### config.mk
export PLATFORM = sky130hd
export DESIGN_NAME = mem_port_arbiter
export DESIGN_NICKNAME = d
export VERILOG_FILES = /design/src/rtl/mem_arb_pkg.sv /design/src/rtl/arb_starve_cnt.sv /design/src/rtl/mem_port_arbiter.sv
export SDC_FILE = /design/constraint.sdc
export NUM_CORES = 1
export LEC_CHECK = 0
export BUFFER_PORTS_ARGS = -buffer_cell sky130_fd_sc_hd__buf_2
export CAP_MARGIN = 10
export CORE_MARGIN = 5
export CORE_UTILIZATION = 25
export CTS_BUF_LIST = sky130_fd_sc_hd__clkbuf_8
export DETAILED_ROUTE_END_ITERATION = 12
export PLACE_DENSITY = 0.54
export SLEW_MARGIN = 40
export SYNTH_ARGS = -nofsm -noshare
export SYNTH_HDL_FRONTEND = slang
export SYNTH_SLANG_ARGS = --single-unit
export TNS_END_PERCENT = 100
### constraint.sdc
create_clock -name clk -period 1.8 [get_ports clk]
set_clock_uncertainty 0.1 [all_clocks]
set_input_delay 0.18 -clock clk [delete_from_list [all_inputs] [get_ports clk]]
set_output_delay 0.18 -clock clk [all_outputs]
set_load 0.02 [all_outputs]
### src/rtl/mem_arb_pkg.sv
// Shared types and helpers for the instruction/data memory port arbiter.
// Holds the FSM state encoding, requester identities and the alignment check.
package mem_arb_pkg;

  typedef enum logic [1:0] {
    ST_IDLE   = 2'd0,
    ST_ACCESS = 2'd1,
    ST_WAIT   = 2'd2,
    ST_RESP   = 2'd3
  } arb_state_e;

  localparam logic OWN_INST = 1'b0;
  localparam logic OWN_DATA = 1'b1;

  // Wide enough for the largest allowed data run (15).
  localparam int unsigned STARVE_W = 4;

  function automatic logic is_word_aligned(input logic [1:0] addr_lsb);
    return addr_lsb == 2'b00;
  endfunction

endpackage

### src/rtl/arb_starve_cnt.sv
// Saturating count of data grants made while a fetch is waiting.
// Clear has priority over increment.
module arb_starve_cnt
  import mem_arb_pkg::*;
#(
  parameter int unsigned MAX_RUN = 4
) (
  input  logic clk,
  input  logic rst_n,
  input  logic inc,
  input  logic clr,
  output logic at_max
);

  localparam logic [STARVE_W-1:0] MAX_VAL = STARVE_W'(MAX_RUN);

  logic [STARVE_W-1:0] cnt_q, cnt_d;

  always_comb begin
    cnt_d = cnt_q;
    if (clr) begin
      cnt_d = '0;
    end else if (inc && (cnt_q != MAX_VAL)) begin
      cnt_d = cnt_q + 1'b1;
    end
  end

  // NOTE: state registers use non-blocking assignments so every flop samples pre-edge values.
  always_ff @(posedge clk or negedge rst_n) begin
    if (!rst_n) begin
      cnt_q <= '0;
    end else begin
      cnt_q <= cnt_d;
    end
  end

  assign at_max = (cnt_q == MAX_VAL);

endmodule

### src/rtl/mem_port_arbiter.sv
// Serialises fetch and load/store requests onto a single word-wide memory port.
// Data wins contention unless a fetch has waited MAX_DATA_RUN data grants.
module mem_port_arbiter
  import mem_arb_pkg::*;
#(
  parameter int unsigned READ_LATENCY = 0,
  parameter int unsigned MAX_DATA_RUN = 4,
  parameter int unsigned AW           = 32
) (
  input  logic          clk,
  input  logic          rst_n,
  input  logic          inst_req,
  input  logic [AW-1:0] inst_addr,
  output logic [31:0]   inst_rdata,
  output logic          inst_ack,
  output logic          inst_err,
  input  logic          data_req,
  input  logic          data_we,
  input  logic [3:0]    data_be,
  input  logic [AW-1:0] data_addr,
  input  logic [31:0]   data_wdata,
  output logic [31:0]   data_rdata,
  output logic          data_ack,
  output logic          data_err,
  output logic          mem_ce,
  output logic [3:0]    mem_we,
  output logic [AW-1:0] mem_addr,
  output logic [31:0]   mem_wdata,
  input  logic [31:0]   mem_rdata,
  output logic          busy
);

  arb_state_e    state_q, state_d;
  logic          owner_q, owner_d;
  logic          store_q, store_d;
  logic          mem_ce_q, mem_ce_d;
  logic [3:0]    mem_we_q, mem_we_d;
  logic [AW-1:0] mem_addr_q, mem_addr_d;
  logic [31:0]   mem_wdata_q, mem_wdata_d;
  logic [31:0]   inst_rdata_q, inst_rdata_d;
  logic [31:0]   data_rdata_q, data_rdata_d;
  logic          inst_ack_q, inst_ack_d;
  logic          inst_err_q, inst_err_d;
  logic          data_ack_q, data_ack_d;
  logic          data_err_q, data_err_d;
  logic          busy_q, busy_d;

  logic grant_inst, grant_data, req_err, capture;
  logic cnt_inc, cnt_clr, starve_at_max;

  arb_starve_cnt #(
    .MAX_RUN (MAX_DATA_RUN)
  ) u_starve_cnt (
    .clk    (clk),
    .rst_n  (rst_n),
    .inc    (cnt_inc),
    .clr    (cnt_clr),
    .at_max (starve_at_max)
  );

  // NOTE: every variable gets a default before the case so no latches are inferred.
  always_comb begin
    state_d      = state_q;
    owner_d      = owner_q;
    store_d      = store_q;
    mem_ce_d     = 1'b0;
    mem_we_d     = '0;
    mem_addr_d   = mem_addr_q;
    mem_wdata_d  = mem_wdata_q;
    inst_rdata_d = inst_rdata_q;
    data_rdata_d = data_rdata_q;
    grant_inst   = 1'b0;
    grant_data   = 1'b0;
    req_err      = 1'b0;
    capture      = 1'b0;
    cnt_inc      = 1'b0;
    cnt_clr      = 1'b0;

    unique case (state_q)
      ST_IDLE: begin
        grant_data = data_req && !(inst_req && starve_at_max);
        grant_inst = inst_req && !grant_data;
        cnt_inc    = grant_data && inst_req;
        cnt_clr    = grant_inst || !inst_req;
        if (grant_data) begin
          owner_d = OWN_DATA;
          store_d = data_we;
          req_err = !is_word_aligned(data_addr[1:0]) || (data_we && (data_be == 4'b0000));
        end else if (grant_inst) begin
          owner_d = OWN_INST;
          store_d = 1'b0;
          req_err = !is_word_aligned(inst_addr[1:0]);
        end
        // Faulty requests bypass the memory entirely and answer next cycle.
        if (req_err) begin
          state_d = ST_RESP;
        end else if (grant_data || grant_inst) begin
          state_d    = ST_ACCESS;
          mem_ce_d   = 1'b1;
          mem_addr_d = grant_data ? data_addr : inst_addr;
          if (grant_data && data_we) begin
            mem_we_d    = data_be;
            mem_wdata_d = data_wdata;
          end
        end
      end
      ST_ACCESS: begin
        if (READ_LATENCY == 0) begin
          capture = 1'b1;
          state_d = ST_RESP;
        end else begin
          state_d = ST_WAIT;
        end
      end
      ST_WAIT: begin
        capture = 1'b1;
        state_d = ST_RESP;
      end
      ST_RESP: state_d = ST_IDLE;
      default: state_d = ST_IDLE;
    endcase

    if (capture) begin
      if (owner_q == OWN_INST) begin
        inst_rdata_d = mem_rdata;
      end else if (!store_q) begin
        data_rdata_d = mem_rdata;
      end
    end

    inst_ack_d = (state_d == ST_RESP) && (owner_d == OWN_INST);
    data_ack_d = (state_d == ST_RESP) && (owner_d == OWN_DATA);
    inst_err_d = req_err && (owner_d == OWN_INST);
    data_err_d = req_err && (owner_d == OWN_DATA);
    busy_d     = (state_d != ST_IDLE);
  end

  always_ff @(posedge clk or negedge rst_n) begin
    if (!rst_n) begin
      state_q      <= ST_IDLE;
      owner_q      <= OWN_INST;
      store_q      <= 1'b0;
      mem_ce_q     <= 1'b0;
      mem_we_q     <= '0;
      mem_addr_q   <= '0;
      mem_wdata_q  <= '0;
      inst_rdata_q <= '0;
      data_rdata_q <= '0;
      inst_ack_q   <= 1'b0;
      inst_err_q   <= 1'b0;
      data_ack_q   <= 1'b0;
      data_err_q   <= 1'b0;
      busy_q       <= 1'b0;
    end else begin
      state_q      <= state_d;
      owner_q      <= owner_d;
      store_q      <= store_d;
      mem_ce_q     <= mem_ce_d;
      mem_we_q     <= mem_we_d;
      mem_addr_q   <= mem_addr_d;
      mem_wdata_q  <= mem_wdata_d;
      inst_rdata_q <= inst_rdata_d;
      data_rdata_q <= data_rdata_d;
      inst_ack_q   <= inst_ack_d;
      inst_err_q   <= inst_err_d;
      data_ack_q   <= data_ack_d;
      data_err_q   <= data_err_d;
      busy_q       <= busy_d;
    end
  end

  assign inst_rdata = inst_rdata_q;
  assign inst_ack   = inst_ack_q;
  assign inst_err   = inst_err_q;
  assign data_rdata = data_rdata_q;
  assign data_ack   = data_ack_q;
  assign data_err   = data_err_q;
  assign mem_ce     = mem_ce_q;
  assign mem_we     = mem_we_q;
  assign mem_addr   = mem_addr_q;
  assign mem_wdata  = mem_wdata_q;
  assign busy       = busy_q;

endmodule

# Word-level counts from Yosys, hierarchy flattened
# Cells that the tools add are included.
[classes] n_lt_le_gt_ge=0 n_addsub=1 n_div=0 muxes=25 n_bitwise=4 shifts=0 n_eq_ne=6 multipliers=0 n_reduce_logical=32
[ops] cell="32-bit two-way mux" count=1
[ops] cell="4-bit two-way mux" count=6
[ops] cell="1-bit two-way mux" count=15
[ops] cell="1-bit logical AND" count=11
[ops] cell="2-bit == test, second input constant" count=3
[ops] cell="2-bit logical NOT" count=3
[ops] cell="2-bit one-hot mux with 3 select lines" count=1
[ops] cell="3-bit AND reduction" count=2
[ops] cell="2-bit nonzero test" count=3
[ops] cell="1-bit logical NOT" count=5
[ops] cell="4-bit by 1-bit adder with 4-bit output, second input constant" count=1
[ops] cell="4-bit by 3-bit == test with 1-bit output, second input constant" count=1
[ops] cell="4-bit logical NOT" count=1
[ops] cell="2-bit two-way mux" count=2
[ops] cell="4-bit by 3-bit inequality test with 1-bit output, second input constant" count=1
[ops] cell="1-bit inverter" count=4
[ops] cell="2-bit AND reduction" count=2
[ops] cell="4-bit AND reduction" count=1
[ops] cell="1-bit logical OR" count=3
[ops] cell="2-bit by 1-bit == test with 1-bit output, second input constant" count=1
[ops] cell="2-bit OR reduction" count=1
[word_totals] latchBits=0 word_cells=83 out_inout_bits=138 rom_bits=0 mem_bits_rw=0 register_bits=146 in_bits=137 memories=0

# Logic depth before layout (Yosys ltp)
[depth] depth_word=13 mapped_depth=9 mapped_depth_nobuf=6

# Hierarchy
# From an unflattened synthesis, not the netlist that was laid out.
[unflattened] cells_unflattened=451 area_unflattened_um2=6118.4
[modules_own_cells] module="mem_port_arbiter" seq_area_each_um2=3553.4 area_per_inst_um2=5884.4 cells_each=427 n_inst=1
[modules_own_cells] module="arb_starve_cnt" seq_area_each_um2=100.1 area_per_inst_um2=234.0 cells_each=24 n_inst=1

# Least setup slack after synthesis
# OpenSTA, ideal clock, no wires.
[synth_path] kind="register to register" startpoint="reg state_q[0]" endpoint="reg mem_wdata_q[10], in the netlist mem_wdata[10]" n_path_buf=2 setup_time_ps=125 period_less_slack_ps=1948 slack_ps=-148 required_time_ps=1575 t_arrival_ps=1723 path_stages_with_launch=9 cell_sequence="dfrtp_1 > inv_1 > ha_1 > buf_2 > inv_1 > nor2_4 > nand4_4 > buf_6 > mux2_4"
[synth_between] elab_chain_cells=2
[synth_lines] item="start: declaration" line_no="mem_port_arbiter.sv:33" text="arb_state_e state_q, state_d;"
[synth_lines] item="start signal: assignment" line_no="mem_port_arbiter.sv:155" text="state_q <= state_d;"
[synth_lines] item="2-bit logical NOT" line_no="mem_port_arbiter.sv:79" text="unique case (state_q)"
[synth_lines] item="4-bit AND reduction (no line)"
[synth_lines] item="end signal: assignment" line_no="mem_port_arbiter.sv:161" text="mem_wdata_q <= mem_wdata_d;"
[synth_lines] item="end: declaration" line_no="mem_port_arbiter.sv:39" text="logic [31:0] mem_wdata_q, mem_wdata_d;"
# Every way passes these cells.
# A chain may end at the register's enable or synchronous reset.

# Worst setup path after layout
[layout_path] startpoint="reg u_starve_cnt.cnt_q[0]" endpoint="reg mem_addr_q[7], in the netlist mem_addr[7]"
[layout_between] elab_chain_cells=11 elab_cells_between_ends=13 classes_between="eq/ne (1); mux (4); bitwise (1); reduce/logical (7)"
[layout_lines] item="start: declaration" line_no="arb_starve_cnt.sv:17" text="logic [STARVE_W-1:0] cnt_q, cnt_d;"
[layout_lines] item="start signal: assignment" line_no="arb_starve_cnt.sv:33" text="cnt_q <= cnt_d;"
[layout_lines] item="4-bit by 3-bit == test with 1-bit output *" line_no="arb_starve_cnt.sv:37" text="assign at_max = (cnt_q == MAX_VAL);"
[layout_lines] item="1-bit logical AND *" line_no="mem_port_arbiter.sv:81" text="grant_data = data_req && !(inst_req && starve_at_max);"
[layout_lines] item="1-bit logical NOT *" line_no="mem_port_arbiter.sv:81"
[layout_lines] item="1-bit logical AND *" line_no="mem_port_arbiter.sv:81"
[layout_lines] item="1-bit logical NOT" line_no="mem_port_arbiter.sv:82" text="grant_inst = inst_req && !grant_data;"
[layout_lines] item="1-bit logical AND" line_no="mem_port_arbiter.sv:82"
[layout_lines] item="1-bit two-way mux" line_no="mem_port_arbiter.sv:89" text="end else if (grant_inst) begin"
[layout_lines] item="1-bit two-way mux" line_no="mem_port_arbiter.sv:85" text="if (grant_data) begin"
[layout_lines] item="1-bit two-way mux" line_no="mem_port_arbiter.sv:79"
[layout_lines] item="1-bit inverter (no line)"
[layout_lines] item="3-bit AND reduction (no line)"
[layout_lines] item="end signal: assignment" line_no="mem_port_arbiter.sv:160" text="mem_addr_q <= mem_addr_d;"
[layout_lines] item="end: declaration" line_no="mem_port_arbiter.sv:38" text="logic [AW-1:0] mem_addr_q, mem_addr_d;"
# Mark *: on every way between the ends. The rest lies on a longest branch, timed or not. The select of a mux whose other input is x is not followed.

==> flow_metrics.tcl <==
set metrics [dict create \
    finalPower_mw 16.6 \
    timing.fmax_mhz 562 \
    via_count 5224 \
    clock_latency_ns 0.44 \
    power.share.switching_pct 40.9 \
    path_clk_slew_ns 0.09 \
    rows 57 \
    ys_types 38 \
    switching_power_mw 6.80 \
    worst_setup_path_end_kind "flop" \
    cp_num_cells 8 \
    grt_pass1_vias 5612 \
    grt_setup_unrepaired "yes" \
    slew_headroom_pct 54.8 \
    start_util_pct 25.4 \
    power_frac_seq_pct 34.1 \
    antenna_cells 0 \
    tightest_slew_ns 0.671 \
    status "completed" \
    cts_root_buffer "clkbuf_8" \
    ir_worst_vdd_mv 0.704 \
    final_common_cell "buf_2" \
    hold_path_class "in2reg" \
    globalRouteTotalUtil_pct 13.3 \
    finalHoldViolCount 0 \
    cp.arrival_ns 2.04 \
    cp.buffers_inverters 3 \
    coreArea_mm2 0.0243 \
    finalInstanceArea_mm2 0.0101 \
    drt_first_pass_iters 4 \
    syn_area_per_cell_um2 14.3 \
    critPathRequiredTime_ns 2.06 \
    gr-total-overflow 0 \
    syn_area_mm2 0.00617 \
    dieArea_mm2 0.0279 \
    critPathSlowestCell "dfrtp_1" \
    fillerInstances 2272 \
    start_kind "flop" \
    hold_depth 3 \
    path_max_fanout 30 \
    place_area_mm2 0.00819 \
    grt_max_degree 59 \
    numCtsBuffers 17 \
    synthCells 433 \
    drt_wl_total_um 19400 \
    clockPowerShare_pct 15.3 \
    clock-sinks 146 \
    num_io_pins 275 \
    grt_pass1_wl_um 30100 \
    comb_power_share_pct 50.6 \
    nets 998 \
    r2r_cells 8 \
    period_share_pct 98.8 \
    area.growth.synth_to_final_pct 63.5 \
    drt_iter0_drc 223 \
    drc 0 \
    layout-drive-gt1-share_pct 52.9 \
    maxCapViolCount 0 \
    internal-power_mw 9.81 \
    path_cells "inv_2 > ha_4 > nand4b_4 > buf_6 > a211oi_4 > buf_12 > a311oi_1 > a31oi_1" \
    synth_nets 574 \
    synth_seq_cells 146 \
    fin_crit_ns 1.78 \
    final.setup.tns_ns 0 \
    fin_util_pct 41.5 \
    yosysWarnings 0 \
    slew_violations 0 \
    cts_tree "built" \
    globalplace.congestion 0.780 \
    dpl.hpwl_um 12400 \
    die_width_um 167 \
    avgViaCountPerCell 4.38 \
    numPortBuffers 274 \
    antenna_found_initial 2 \
    slowest_delay_ns 0.40 \
    yosysSeqAreaShare_pct 59.2 \
    setup_viol 0 \
    wl_per_cell_um 16.2 \
    die_h_um 167 \
    final_cell_mix "273 x buf_2, 146 x dfrtp_1, 130 x dlygate4sd3_1" \
    powerDensity_mw_per_mm2 1650 \
    cts_buffer_depth 2 \
    crit_family "compound AO/OA/AOI/OAI gates" \
    critPathKind "reg2reg" \
    postRouteAntennaNets 0 \
    ctsHtreeMaxLevel 4 \
    leakage_nw 4.89 \
]
-- path summary, 6_finish.rpt --
kind                                            start                     to  slack [ns]
worst max-delay path            u_starve_cnt.cnt_q[0]            mem_addr[7]        0.02
max in group asynchronous                       rst_n          data_rdata[5]        0.86
worst min-delay path                         data_req  u_starve_cnt.cnt_q[0]        0.04
worst max register to register  u_starve_cnt.cnt_q[0]            mem_addr[7]        0.02
worst min register to register         inst_rdata[22]         inst_rdata[22]        0.39
min in group asynchronous                       rst_n          mem_wdata[19]        0.12
-- cell type report --
class                   instances  area, um2  area share, %
flip-flops and latches        146       3650           36.2
repair buffers                441       3140           31.2
multi-input cells             239       2460           24.4
well taps                     324        405           4.02
clock buffers                  17        234           2.32
clock inverters                14        144           1.43
inverters                      12       45.0          0.446
-- Yosys cell counts --
cell	count	area [um2]
a211oi_1	2	15.0
a211oi_2	1	12.5
a21boi_0	3	22.5
a21o_1	1	7.51
a21oi_1	5	25.0
a311oi_1	30	263
a31oi_1	32	200
a32o_1	1	10.0
and2_1	2	12.5
buf_1	3	11.3
buf_2	12	60.1
buf_4	1	7.51
buf_6	5	56.3
clkbuf_1	15	56.3
dfrtp_1	146	3650
ha_1	4	50.1
inv_1	12	45.0
mux2_1	11	124
mux2_2	65	732
mux2_4	20	300
mux2i_1	31	310
nand2_1	7	26.3
nand3_1	1	5.00
nand3b_1	1	7.51
nand4_1	1	6.26
nand4_4	1	21.3
nand4b_4	1	23.8
nor2_1	6	22.5
nor2_4	1	11.3
nor2b_1	1	6.26
nor3_1	2	10.0
nor3b_1	1	7.51
nor4_1	1	6.26
o21a_1	1	7.51
o21ai_0	3	15.0
o22ai_1	1	6.26
o2bb2ai_1	1	8.76
or3_1	1	6.26
-- stage by stage --
step | cells | hold slack, ns | setup slack [ns]
after floorplan | 433 | -0.216 | -0.0381
after global placement | 1028 | 0.0233 | -0.258
after detailed placement | 1028 | 0.0155 | -0.335
after CTS | 1189 | -0.0206 | -0.00158
after global routing | 1193 | 0.0154 | -0.0610
final | 1193 | 0.0422 | 0.0217
-- kinds of logic after synthesis --
group,synth area share [%]
compound gates,9.61
mux,23.8
fa+ha+maj,0.811
buf+inv,3.83
flops,59.2
simple gates,2.80
-- metal layers --
layer	track usage (%)	part of all wire, %	up-vias
met5	0	0.14	-
met4	4.23	1.8	4
met3	4.67	7.7	24
met2	22.7	50	208
met1	15.7	40	2528
li1	-	-	2460
-- tightest hold or removal path, cell delays in order --
cell and delay, ns:
buf_2 0.17, nand4_1 0.12, mux2i_1 0.07
-- timing repair --
action                     CTS  global route
gates resized for setup      5            29
setup buffers                0             2
setup endpoints to repair   11            80
gates cloned                 0             2
hold buffers               130             0
hold endpoints to repair   277             0
pin swaps                    0             0
-- power by group through the flow --
stage | Sequential, mW | Clock, mW | Combinational [mW]
2_1_floorplan | 7.50 | 0 | 3.20
3_3_place_gp | 5.69 | 0 | 7.86
3_5_place_dp | 5.69 | 0 | 7.97
4_1_cts | 5.64 | 2.68 | 8.20
5_1_grt | 5.87 | 2.79 | 8.99
6_report | 5.66 | 2.54 | 8.41
-- state kept, by name (all words and copies together) (netlist names) --
name,count
data_rdata,32
inst_rdata,32
mem_addr,32
mem_wdata,32
mem_we,4
u_starve_cnt.cnt_q,4
state_q,2
busy,1
data_ack,1
data_err,1
inst_ack,1
inst_err,1
mem_ce,1
owner_q,1
store_q,1
Power figures use the tool's default switching activity.
